[src/rtl/spike_event_arbiter.sv]
// spike_event_arbiter
//   Captures rising edges on four spike-detector flags, timestamps them with a
//   free-running counter and queues {detector, timestamp} events.
//   Each detector has one pending slot and a refractory timer. A round-robin
//   arbiter moves pending events into an output FIFO.
//
// Ports
//   clk_i        sole clock, rising edge
//   rst_ni       asynchronous active-low reset
//   en_i         enables new edge captures (existing state is kept when low)
//   spike_in_i   detector flags: bit0 neo, bit1 ado, bit2 aso, bit3 ed
//   evt_valid_o  event FIFO head is valid
//   evt_ready_i  consumer accepts the head event
//   evt_det_o    detector index of the head event
//   evt_ts_o     timestamp of the head event
//   evt_ovf_o    sticky: at least one capture dropped since reset
//   drop_cnt_o   saturating count of dropped captures (only when the
//                SPIKE_ARB_DROP_CNT_EN macro is defined)
//
// Build option: define SPIKE_ARB_DROP_CNT_EN to add drop_cnt_o and its counter.

module spike_event_arbiter #(
    parameter int TS_W       = 32,
    parameter int REFRACT    = 64,
    parameter int FIFO_DEPTH = 4
) (
    input  logic            clk_i,
    input  logic            rst_ni,
    input  logic            en_i,
    input  logic [3:0]      spike_in_i,
    output logic            evt_valid_o,
    input  logic            evt_ready_i,
    output logic [1:0]      evt_det_o,
    output logic [TS_W-1:0] evt_ts_o,
    output logic            evt_ovf_o
`ifdef SPIKE_ARB_DROP_CNT_EN
    ,
    output logic [15:0]     drop_cnt_o
`endif
);

    localparam int AW = (FIFO_DEPTH > 2) ? $clog2(FIFO_DEPTH) : 1;
    localparam int EW = 2 + TS_W;
    localparam logic [15:0] REFR_LOAD = 16'(REFRACT);

    logic [TS_W-1:0] ts_cnt_q;
    logic [3:0]      prev_q, arm_q, arm_d, pending_q, pending_d;
    logic [3:0]      cap, drop;
    logic [TS_W-1:0] ts_hold_q [4];
    logic [TS_W-1:0] ts_hold_d [4];
    logic [15:0]     refr_q [4];
    logic [15:0]     refr_d [4];
    logic [1:0]      rr_q, rr_d;

    logic [EW-1:0]   mem_q [FIFO_DEPTH];
    logic [AW-1:0]   wr_q, rd_q, rd_nxt;
    logic [AW:0]     cnt_q, cnt_d, cnt_after_pop;
    logic            fifo_full, push, pop;
    logic [EW-1:0]   head;

    logic            gnt_vld;
    logic [1:0]      gnt_idx, srch_idx;

    logic            evt_valid_q, evt_valid_d;
    logic [1:0]      evt_det_q, evt_det_d;
    logic [TS_W-1:0] evt_ts_q, evt_ts_d;
    logic            ovf_q;

    assign fifo_full = (cnt_q == (AW+1)'(FIFO_DEPTH));
    assign pop       = evt_valid_q & evt_ready_i;
    assign push      = gnt_vld;

    // arm_q keeps a flag that was already high at reset release from being
    // taken as a fresh edge; it arms once the flag has been seen low.
    always_comb begin
        arm_d = arm_q | ~spike_in_i;
        for (int i = 0; i < 4; i++) begin
            cap[i] = spike_in_i[i] & ~prev_q[i] & arm_q[i] & en_i & (refr_q[i] == '0);
        end
    end

    // Round-robin search starting at rr_q, the index after the last grant.
    always_comb begin
        gnt_vld  = 1'b0;
        gnt_idx  = 2'd0;
        srch_idx = 2'd0;
        for (int k = 0; k < 4; k++) begin
            srch_idx = rr_q + 2'(k);
            if (!gnt_vld && pending_q[srch_idx] && !fifo_full) begin
                gnt_vld = 1'b1;
                gnt_idx = srch_idx;
            end
        end
        rr_d = gnt_vld ? gnt_idx + 2'd1 : rr_q;
    end

    // A capture on a detector being granted in the same cycle refills the
    // slot rather than dropping; otherwise a capture onto a full slot drops.
    always_comb begin
        for (int i = 0; i < 4; i++) begin
            drop[i]      = cap[i] & pending_q[i] & ~(gnt_vld && (gnt_idx == 2'(i)));
            pending_d[i] = pending_q[i];
            ts_hold_d[i] = ts_hold_q[i];
            if (gnt_vld && (gnt_idx == 2'(i))) begin
                pending_d[i] = 1'b0;
            end
            if (cap[i]) begin
                pending_d[i] = 1'b1;
                if (!drop[i]) begin
                    ts_hold_d[i] = ts_cnt_q;
                end
            end
            if (cap[i]) begin
                refr_d[i] = REFR_LOAD;
            end else if (refr_q[i] != '0) begin
                refr_d[i] = refr_q[i] - 16'd1;
            end else begin
                refr_d[i] = '0;
            end
        end
    end

    // Output stage is loaded from the count before this cycle's push, so a
    // freshly written entry becomes visible one cycle after it is written.
    always_comb begin
        cnt_d         = cnt_q + (AW+1)'(push) - (AW+1)'(pop);
        cnt_after_pop = cnt_q - (AW+1)'(pop);
        rd_nxt        = pop ? rd_q + AW'(1) : rd_q;
        head          = mem_q[rd_nxt];
        evt_valid_d   = (cnt_after_pop != '0);
        evt_det_d     = evt_det_q;
        evt_ts_d      = evt_ts_q;
        if (evt_valid_d) begin
            evt_det_d = head[EW-1 -: 2];
            evt_ts_d  = head[TS_W-1:0];
        end
    end

    always_ff @(posedge clk_i) begin
        if (push) begin
            mem_q[wr_q] <= {gnt_idx, ts_hold_q[gnt_idx]};
        end
    end

    always_ff @(posedge clk_i or negedge rst_ni) begin
        if (!rst_ni) begin
            ts_cnt_q    <= '0;
            prev_q      <= '0;
            arm_q       <= '0;
            pending_q   <= '0;
            rr_q        <= '0;
            wr_q        <= '0;
            rd_q        <= '0;
            cnt_q       <= '0;
            evt_valid_q <= 1'b0;
            evt_det_q   <= '0;
            evt_ts_q    <= '0;
            ovf_q       <= 1'b0;
            for (int i = 0; i < 4; i++) begin
                ts_hold_q[i] <= '0;
                refr_q[i]    <= '0;
            end
        end else begin
            ts_cnt_q    <= ts_cnt_q + TS_W'(1);
            prev_q      <= spike_in_i;
            arm_q       <= arm_d;
            pending_q   <= pending_d;
            rr_q        <= rr_d;
            if (push) begin
                wr_q <= wr_q + AW'(1);
            end
            rd_q        <= rd_nxt;
            cnt_q       <= cnt_d;
            evt_valid_q <= evt_valid_d;
            evt_det_q   <= evt_det_d;
            evt_ts_q    <= evt_ts_d;
            ovf_q       <= ovf_q | (|drop);
            for (int i = 0; i < 4; i++) begin
                ts_hold_q[i] <= ts_hold_d[i];
                refr_q[i]    <= refr_d[i];
            end
        end
    end

    assign evt_valid_o = evt_valid_q;
    assign evt_det_o   = evt_det_q;
    assign evt_ts_o    = evt_ts_q;
    assign evt_ovf_o   = ovf_q;

`ifdef SPIKE_ARB_DROP_CNT_EN
    logic [15:0] drop_cnt_q;
    logic [2:0]  drop_n;
    logic [16:0] drop_sum;

    always_comb begin
        drop_n   = 3'(drop[0]) + 3'(drop[1]) + 3'(drop[2]) + 3'(drop[3]);
        drop_sum = {1'b0, drop_cnt_q} + 17'(drop_n);
    end

    always_ff @(posedge clk_i or negedge rst_ni) begin
        if (!rst_ni) begin
            drop_cnt_q <= '0;
        end else begin
            drop_cnt_q <= drop_sum[16] ? 16'hFFFF : drop_sum[15:0];
        end
    end

    assign drop_cnt_o = drop_cnt_q;
`endif

endmodule

[config.mk]
export PLATFORM = sky130hd
export DESIGN_NAME = spike_event_arbiter
export DESIGN_NICKNAME = d
export VERILOG_FILES = /design/src/rtl/spike_event_arbiter.sv
export SDC_FILE = /design/constraint.sdc
export NUM_CORES = 1
export LEC_CHECK = 0
export ABC_AREA = 1
export BUFFER_PORTS_ARGS = -buffer_cell sky130_fd_sc_hd__buf_4
export CAP_MARGIN = 20
export CORE_ASPECT_RATIO = 0.8
export CORE_MARGIN = 2
export CORE_UTILIZATION = 35
export DETAILED_ROUTE_END_ITERATION = 6
export PLACE_DENSITY = 0.55
export SYNTH_ARGS = -nofsm -noshare
export SYNTH_HDL_FRONTEND = slang
export SYNTH_SLANG_ARGS = --single-unit
[constraint.sdc]
create_clock -name clk_i -period 4.49 [get_ports clk_i]
set_clock_uncertainty 0.2 [all_clocks]
set_input_delay 0.898 -clock clk_i [delete_from_list [all_inputs] [get_ports clk_i]]
set_output_delay 0.898 -clock clk_i [all_outputs]
set_load 0.03 [all_outputs]
==> flow_metrics.tcl, run 1 <==
set metrics [dict create \
    outcome "completed" \
    rsz0062_at_grt "false" \
    track_usage_pct 16.4 \
    fmax_ghz 0.265 \
    die_w_um 258 \
    instances_no_fill 2624 \
    cts.clk_slew.worst_paths_ns 0.06 \
    seq_area_frac_synth_pct 61.5 \
    synth_area_leader_cell "dfrtp_1" \
    rows 74 \
    slew_headroom_pct 33.5 \
    grt_max_degree 82 \
    final_max_slew_viol_count 0 \
    route.vias.total 13000 \
    seqPwrFrac_pct 37.9 \
    wl_per_cell_um 16.4 \
    netlist_area_um2 18100 \
    cts_tree "yes" \
    vias_per_cell 4.94 \
    drc_errors 0 \
    required_ns 4.72 \
    fin_crit_ns 3.77 \
    r2r-start "rr_q[0]$_DFFE_PN0P_" \
    ant_nets 0 \
    drive_gt1_share_pct 9.54 \
    hp-class "primary input to asynchronous set/reset pin" \
    cp_max_fo 40 \
    portBuffers 43 \
    cts_made_buffers 44 \
    postCtsHoldBufs 0 \
    setup_viol 0 \
    powerDensity_nw_per_um2 661 \
    hold_viol 0 \
    place.gp.congestion 0.796 \
    wl_mm 43.1 \
    die_y_um 207 \
    dp_hpwl_mm 26.1 \
    crit_start "rr_q[0]$_DFFE_PN0P_" \
    worst_pin_slew_ns 0.997 \
    synth-seq-cells 417 \
    placedCellCount 2545 \
    layout_commonest_cell "nand2_1" \
    syn2layout_area_growth_pct 13.0 \
    cts_setup_buffers 0 \
    syn-num-nets 1919 \
    p_switching_mw 5.42 \
    tns_ns 0 \
    cellLeakagePower_nw 9.35 \
    maxCapViolCount 0 \
    num-nets-final 1928 \
    synth.avg_cell_area_um2 9.53 \
    ios 44 \
    clock_path_buffers 3 \
    vdd_ir_drop_max_uv 637 \
    dieArea_um2 53500 \
    ys_warn_count 0 \
    postCtsResizedCells 0 \
    insertion_delay_ns 0.58 \
    drtIter0Drc 1051 \
    timing.final.crit_share_pct 84.0 \
    ys_top_cells_by_area "dfrtp_1 (39%), edfxtp_1 (23%), nand2_1 (9.5%), nor2_1 (5.9%), nand3_1 (5.4%)" \
    synth_cells 1898 \
    clkSinkCount 417 \
    cts.htree.levels 2 \
    crit_path_end_kind "flop" \
    power_frac_clock_pct 26.0 \
    swShare_pct 40.2 \
    grt_overflow 0 \
    antenna_found_initial 0 \
    pwr-share-comb_pct 36.2 \
    layout_common_cells "nand2_1 (455), dfrtp_1 (281), nor2_1 (279)" \
    start_util_pct 35.4 \
    whs_ns 0.0124 \
    critPathKind "flop to flop" \
    diodes 0 \
    cts-root-buf "clkbuf_16" \
    drt_pass1_iterations 6 \
    setup.worst_path.start_class "flop" \
    grt_pass1_wl_mm 70.5 \
    arrival_ns 4.00 \
    core-area_um2 51000 \
    p_int_mw 8.08 \
    synth_top_area_share_pct 38.9 \
    netlist-cell-type-count 42 \
    grt_pass1_vias 12600 \
]
-- power by group through the flow --
stage	Combinational [mW]	Sequential, mW	Clock (mW)
detailed placement	4.89	5.19	0
floorplan	2.99	5.46	0
finish	4.88	5.11	3.50
global placement	4.85	5.18	0
global route	5.38	5.19	3.76
CTS	4.91	5.12	3.60
-- final timing paths --
path	end	slack (ns)	cells past startpoint
worst max-delay path	ts_hold_q[119]$_DFFE_PN0P_	0.72	15
worst min-delay path	refr_q[41]$_DFF_PN0_	0.01	1
worst max register to register	ts_hold_q[119]$_DFFE_PN0P_	0.72	15
worst min register to register	refr_q[32]$_DFF_PN0_	0.22	1
max in group asynchronous	ts_cnt_q[17]$_DFF_PN0_	3.10	2
min in group clk_i	refr_q[32]$_DFF_PN0_	0.22	1
-- worst max-delay path, stage by stage, from the launching register on --
cell,delay [ns]
dfrtp_1,0.49
inv_4,0.10
nand2_2,0.07
nand2_2,0.07
nand2_1,0.12
nand3_4,0.12
nand2_1,0.13
nand3_1,0.07
nand2_1,0.14
nand2_4,0.33
nor2_1,0.22
nand2_1,0.08
nand2_2,0.54
nand2_2,0.61
nand2_1,0.21
nand2_1,0.06
-- metal layers --
layer	GRT usage [%]	wire length, µm	vias up	part of all wire [%]
met5	0	0	-	0
met4	4.25	774	0	1.8
met3	3.38	2880	60	6.7
met2	24.3	18300	307	42
met1	24.5	21200	6292	49
li1	-	-	6299	-
-- layout make-up --
type / instances / area, µm²
clock buffer: 64 / 1290
clock inverter: 15 / 105
fill: 5006 / 30600
inverter: 98 / 373
multi-input combinational: 1279 / 6140
sequential: 417 / 11100
tap: 684 / 856
timing repair buffer: 67 / 548
-- cell usage after synthesis, drive strengths merged --
master and count:
fa 1, inv 97, o31ai 3, o22ai 3, nor4 8, a31oi 34
o21bai 1, o21ai 95, xnor2 21, nor4b 1, edfxtp 136, nand3 197
nor3 24, o211ai 2, clkbuf 46, or2 4, xor2 43, nand2 470
ha 12, buf 58, nand4 51, dfrtp 281, clkinv 1, a21oi 19
nor2 290
-- registers in the layout, indices dropped and copies added (netlist names) --
signal and cells:
ts_cnt_q 32, rr_q 2, refr_q 64, evt_valid_o 1, ts_hold_q 128, cnt_q 3, prev_q 4, arm_q 4
pending_q 4, evt_ovf_o 1, evt_det_o 2, evt_ts_o 32, rd_q 2, wr_q 2, mem_q 136
-- cells by family after synthesis --
family	after synthesis	share of synthesized area, %
XOR/XNOR	64	3.10
flip-flops	417	61.5
AO/OA/AOI/OAI	157	4.81
AND/OR/NAND/NOR	1045	24.8
adder cells (fa/ha/maj)	13	0.941
buffers and inverters	202	4.87
-- metrics by stage --
step,power (mW),instance area [µm²],setup slack (ns),utilization (%)
floorplan,8.46,18100,1.19,-
global placement,10.0,19000,0.931,37.3
detailed placement,10.1,19000,0.778,37.3
CTS,13.6,20400,0.735,40.0
global route,14.3,20400,0.331,40.0
finish,13.5,20400,0.721,40.0
Note: power is estimated with default switching activity, not from simulation.
==> run 2: changes to the inputs <==
==> constraint.sdc (replaced) <==
create_clock -name clk_i -period 3.8 [get_ports clk_i]
set_clock_uncertainty 0.2 [all_clocks]
set_input_delay 0.76 -clock clk_i [delete_from_list [all_inputs] [get_ports clk_i]]
set_output_delay 0.76 -clock clk_i [all_outputs]
set_load 0.03 [all_outputs]
==> flow_metrics.tcl, run 2 (same netlist as run 1, synthesis figures left out) <==
set metrics [dict create \
    dp_hpwl_mm 27.0 \
    ant_nets 0 \
    layout.area.seq_um2 11100 \
    powerDensity_nw_per_um2 803 \
    rsz0062_at_grt "false" \
    drt_pass1_iterations 5 \
    nFillCells 4951 \
    hp-class "primary input to asynchronous set/reset pin" \
    critPathKind "flop to flop" \
    drc_errors 0 \
    antenna_found_initial 1 \
    syn2layout_area_growth_pct 14.8 \
    clkSinkCount 417 \
    diodes 0 \
    drtIter0Drc 1155 \
    finish.instance_area_um2 20700 \
    cts-root-buf "clkbuf_16" \
    worst_pin_slew_ns 0.973 \
    power_frac_clock_pct 27.7 \
    drive_gt1_share_pct 10.4 \
    arrival_ns 3.34 \
    tns_ns 0 \
    largest_reg_flops 136 \
    wl_per_cell_um 16.9 \
    grt_pass1_vias 12800 \
    pwr-share-comb_pct 35.8 \
    dieArea_um2 53500 \
    vias_per_cell 4.93 \
    insertion_delay_ns 0.58 \
    track_usage_pct 17.0 \
    cts_tree "yes" \
    grt_overflow 0 \
    layout_common_cells "nand2_1 (455), dfrtp_1 (281), nor2_1 (279)" \
    final_max_slew_viol_count 0 \
    cellLeakagePower_nw 9.52 \
    r2r-start "rr_q[0]$_DFFE_PN0P_" \
    p_switching_mw 6.58 \
    reg.largest.list "mem_q x136, ts_hold_q x128, refr_q x64" \
    setup_viol 0 \
    die_w_um 258 \
    vdd_ir_drop_max_uv 837 \
    cts_setup_buffers 0 \
    postCtsResizedCells 0 \
    cp_max_fo 9 \
    grt_pass1_wl_mm 72.4 \
    setup.worst_path.start_class "flop" \
    ios 44 \
    core-area_um2 51000 \
    reg2reg_to "cnt_q[2]$_DFF_PN0_" \
    clock_path_buffers 3 \
    slew_headroom_pct 34.7 \
    timing.final.crit_share_pct 80.4 \
    cts_made_buffers 45 \
    outcome "completed" \
    rows 74 \
    maxCapViolCount 0 \
    ff2ff_path_depth 13 \
    grt_max_degree 97 \
    place_area_um2 19200 \
    top_register "mem_q" \
    route.vias.total 13000 \
    crit_path_end_kind "flop" \
    p_int_mw 10.1 \
    swShare_pct 39.5 \
    start_util_pct 35.4 \
    place.gp.congestion 0.798 \
    hold_viol 0 \
    cts.htree.levels 2 \
    portBuffers 43 \
    wl_mm 44.5 \
    multi_input_area_um2 6140 \
    postCtsHoldBufs 0 \
    die_y_um 207 \
    num-nets-final 1939 \
    seqPwrFrac_pct 36.5 \
    cts.clk_slew.worst_paths_ns 0.06 \
    r2r_slack_ns 0.75 \
    fmax_ghz 0.327 \
    layout_commonest_cell "nand2_1" \
    required_ns 4.09 \
    fin_crit_ns 3.05 \
]
## run 2: changes by cell type in the layout (fill, tap and decap cells not counted), sizes merged
| cell | before | now |
|---|---|---|
| clkinv | 13 | 18 |
| inv | 98 | 99 |
| clkbuf | 64 | 58 |
| buf | 67 | 77 |
| bufinv | 0 | 6 |
| clkinvlp | 2 | 1 |
## run 2: power by group through the flow
| stage | combinational (mW) | clock, mW | sequential, mW |
|---|---|---|---|
| after global routing | 6.56 | 4.93 | 6.16 |
| final | 5.97 | 4.62 | 6.07 |
| after global placement | 5.92 | 0 | 6.15 |
| after detailed placement | 6.03 | 0 | 6.16 |
| after floorplan | 3.54 | 0 | 6.45 |
| after CTS | 6.04 | 4.73 | 6.08 |
## run 2: how the worst max path moves through the flow
stage,startpoint,end,cells past startpoint
2_1_floorplan,rr_q[0]$_DFFE_PN0P_,mem_q[0][0]$_DFFE_PP_,10
3_3_place_gp,refr_q[32]$_DFF_PN0_,ts_hold_q[80]$_DFFE_PN0P_,13
4_1_cts,rr_q[0]$_DFFE_PN0P_,cnt_q[2]$_DFF_PN0_,13
3_5_place_dp,rr_q[0]$_DFFE_PN0P_,cnt_q[2]$_DFF_PN0_,13
5_1_grt,rr_q[0]$_DFFE_PN0P_,cnt_q[2]$_DFF_PN0_,13
6_report,rr_q[0]$_DFFE_PN0P_,cnt_q[2]$_DFF_PN0_,13
## run 2: area by class of cell
cell class,instances,share of cell area (%)
multi-input cells,1279,29.6
clock buffers,58,6.05
flip-flops and latches,417,53.6
clock inverters,26,1.55
inverters,98,1.80
repair buffers,77,3.30
well taps,684,4.12
## run 2: stage by stage
stage                     instances  hold slack [ns]  total power, mW  util [%]  setup WS [ns]
final                          2639           0.0346             16.7      40.7          0.747
after global routing           2639           0.0909             17.6      40.7          0.515
after CTS                      2639           0.0608             16.9      40.7          0.744
after detailed placement       2555            0.217             12.2      37.6          0.746
after global placement         2555            0.214             12.1      37.6          0.896
after floorplan                1898            0.203             9.99         -          0.504
## run 2: critical path: stages (launching register included)
cell and delay (ns):
dfrtp_1 0.48, inv_4 0.15, nand2_1 0.06, nand2_1 0.08, inv_1 0.04, o211ai_1 0.29
nand4_2 0.29, inv_2 0.30, ha_1 0.27, inv_1 0.06, ha_1 0.13, inv_1 0.05
fa_1 0.39, xnor2_1 0.19
## run 2: per-layer routing
metal	track usage, %	up-vias	wire length [µm]
met3	2.61	62	2540
met1	25.2	6274	21700
met5	0	-	0
li1	-	6323	-
met2	26.1	358	19300
met4	4.66	0	882
==> run 3: changes to the inputs <==
==> constraint.sdc (replaced) <==
create_clock -name clk_i -period 2.9 [get_ports clk_i]
set_clock_uncertainty 0.2 [all_clocks]
set_input_delay 0.58 -clock clk_i [delete_from_list [all_inputs] [get_ports clk_i]]
set_output_delay 0.58 -clock clk_i [all_outputs]
set_load 0.03 [all_outputs]
==> flow_metrics.tcl, run 3 (same netlist as run 1, synthesis figures left out) <==
set metrics [dict create \
    largest_reg_flops 136 \
    drtIter0Drc 1224 \
    arrival_ns 2.82 \
    crit_path_end_kind "flop" \
    die_w_um 258 \
    powerDensity_nw_per_um2 1050 \
    finish.instance_area_um2 21000 \
    final_max_slew_viol_count 0 \
    grt_overflow 0 \
    cts.clk_slew.worst_paths_ns 0.06 \
    grt_max_degree 75 \
    ios 44 \
    cp_max_fo 9 \
    dp_hpwl_mm 27.3 \
    grtUsageMet3_pct 3.61 \
    worst_pin_slew_ns 0.773 \
    clkSinkCount 417 \
    setup_viol 0 \
    cts.htree.levels 2 \
    dieArea_um2 53500 \
    wl_per_cell_um 17.6 \
    critPathKind "flop to flop" \
    hp-class "flop to flop" \
    timing.final.crit_share_pct 94.7 \
    vias_per_cell 4.96 \
    vdd_ir_drop_max_uv 1430 \
    fin_crit_ns 2.75 \
    portBuffers 43 \
    clock_path_buffers 3 \
    hold_viol 0 \
    cellLeakagePower_nw 9.59 \
    drc_errors 0 \
    reg.largest.list "mem_q x136, ts_hold_q x128, refr_q x64" \
    setup.worst_path.start_class "flop" \
    core-area_um2 51000 \
    slew_headroom_pct 48.5 \
    layout_commonest_cell "nand2_1" \
    final_util_pct 41.1 \
    outcome "completed" \
    antenna_found_initial 0 \
    place.gp.congestion 0.785 \
    track_usage_pct 18.0 \
    met2_usage_pct 27.5 \
    required_ns 2.97 \
    layout_common_cells "nand2_1 (452), nor2_1 (279), dfrtp_1 (279)" \
    num-nets-final 1960 \
    grt_pass1_wl_mm 75.6 \
    busiest_layer "met2" \
    insertion_delay_ns 0.59 \
    diodes 0 \
    drive_gt1_share_pct 10.9 \
    cts-root-buf "clkbuf_16" \
    start_util_pct 35.4 \
    cts_made_buffers 44 \
    cts_tree "yes" \
    fmax_ghz 0.364 \
    ant_nets 0 \
    grt_use_met1_pct 25.8 \
    top_register "mem_q" \
    maxCapViolCount 0 \
    die_y_um 207 \
    wl_mm 46.9 \
    grt_pass1_vias 13100 \
    rows 74 \
    drt_pass1_iterations 6 \
    place_area_um2 19500 \
    syn2layout_area_growth_pct 16.0 \
    route.vias.total 13200 \
]
## run 3: cell count changes in the layout (fill, tap and decap cells not counted), sizes merged
cell         previous run  this run
buf                    77        94
bufinv                  6         0
clkbuf                 58        65
clkinv                 18        17
clkinvlp                1         2
dlygate4sd3             0         5
inv                    99        96
## run 3: critical path: stages (launching register included)
cell and delay, ns:
dfrtp_2 0.46, clkinv_4 0.12, nand2_1 0.08, nand2_1 0.08
nand2_2 0.11, nand3_4 0.11, nand2_2 0.11, nand3_1 0.07
nand2_1 0.13, nand2_4 0.09, nand2_4 0.12, clkinvlp_4 0.10
buf_4 0.18, buf_4 0.17, nand2_1 0.07, nand4_1 0.20
## run 3: timing repair
| item | CTS | global route |
|---|---|---|
| setup endpoints to repair | 0 | 161 |
| buffers inserted | 0 | 4 |
| hold buffers | 5 | 0 |
| resized for setup | 0 | 10 |
| endpoints found under the hold margin | 61 | 0 |
## run 3: cell type report
cell class                      instances  area, µm²
Clock inverter                         17        136
Multi-Input combinational cell       1279       6170
Inverter                               98        379
Sequential cell                       417      11100
Timing Repair Buffer                   99       1080
Clock buffer                           65       1240
Fill cell                            4921      30000
Tap cell                              684        856
## run 3: final timing paths
path	start	depth (start not counted)	slack, ns	end
setup / recovery	rr_q[0]$_DFFE_PN0P_	15	0.15	mem_q[0][12]$_DFFE_PP_
hold / removal	refr_q[32]$_DFF_PN0_	1	0.22	refr_q[32]$_DFF_PN0_
setup reg to reg	rr_q[0]$_DFFE_PN0P_	15	0.15	mem_q[0][12]$_DFFE_PP_
hold reg to reg	refr_q[32]$_DFF_PN0_	1	0.22	refr_q[32]$_DFF_PN0_
max in group asynchronous	rst_ni	3	1.32	rr_q[1]$_DFFE_PN0P_
min in group asynchronous	rst_ni	2	0.35	evt_det_o[0]$_DFFE_PN0P_
## run 3: stage by stage
step	cells	total power, mW	hold WS [ns]	setup WS (ns)	setup TNS [ns]
detailed placement	2568	16.6	0.217	0.0287	0
CTS	2655	22.1	0.228	0.000591	0
finish	2659	22.0	0.222	0.154	0
global route	2659	23.2	0.242	-0.0172	-0.105
floorplan	1898	13.1	0.0844	-0.396	-53.81
global placement	2568	16.5	0.213	0.0606	0
## run 3: layer usage
| metal | vias to the layer above | routed length, µm |
|---|---|---|
| met5 | - | 0 |
| met4 | 0 | 1020 |
| met3 | 78 | 2940 |
| met2 | 360 | 20500 |
| met1 | 6382 | 22400 |
| li1 | 6360 | - |
## run 3: where the power goes
part	internal [mW]	total [mW]	leakage (nW)	switching [mW]
logic	2.49	8.64	3.87	6.15
clock network	3.00	5.38	0.671	2.38
registers	7.52	7.97	5.04	0.446
total	13.0	22.0	9.59	8.98
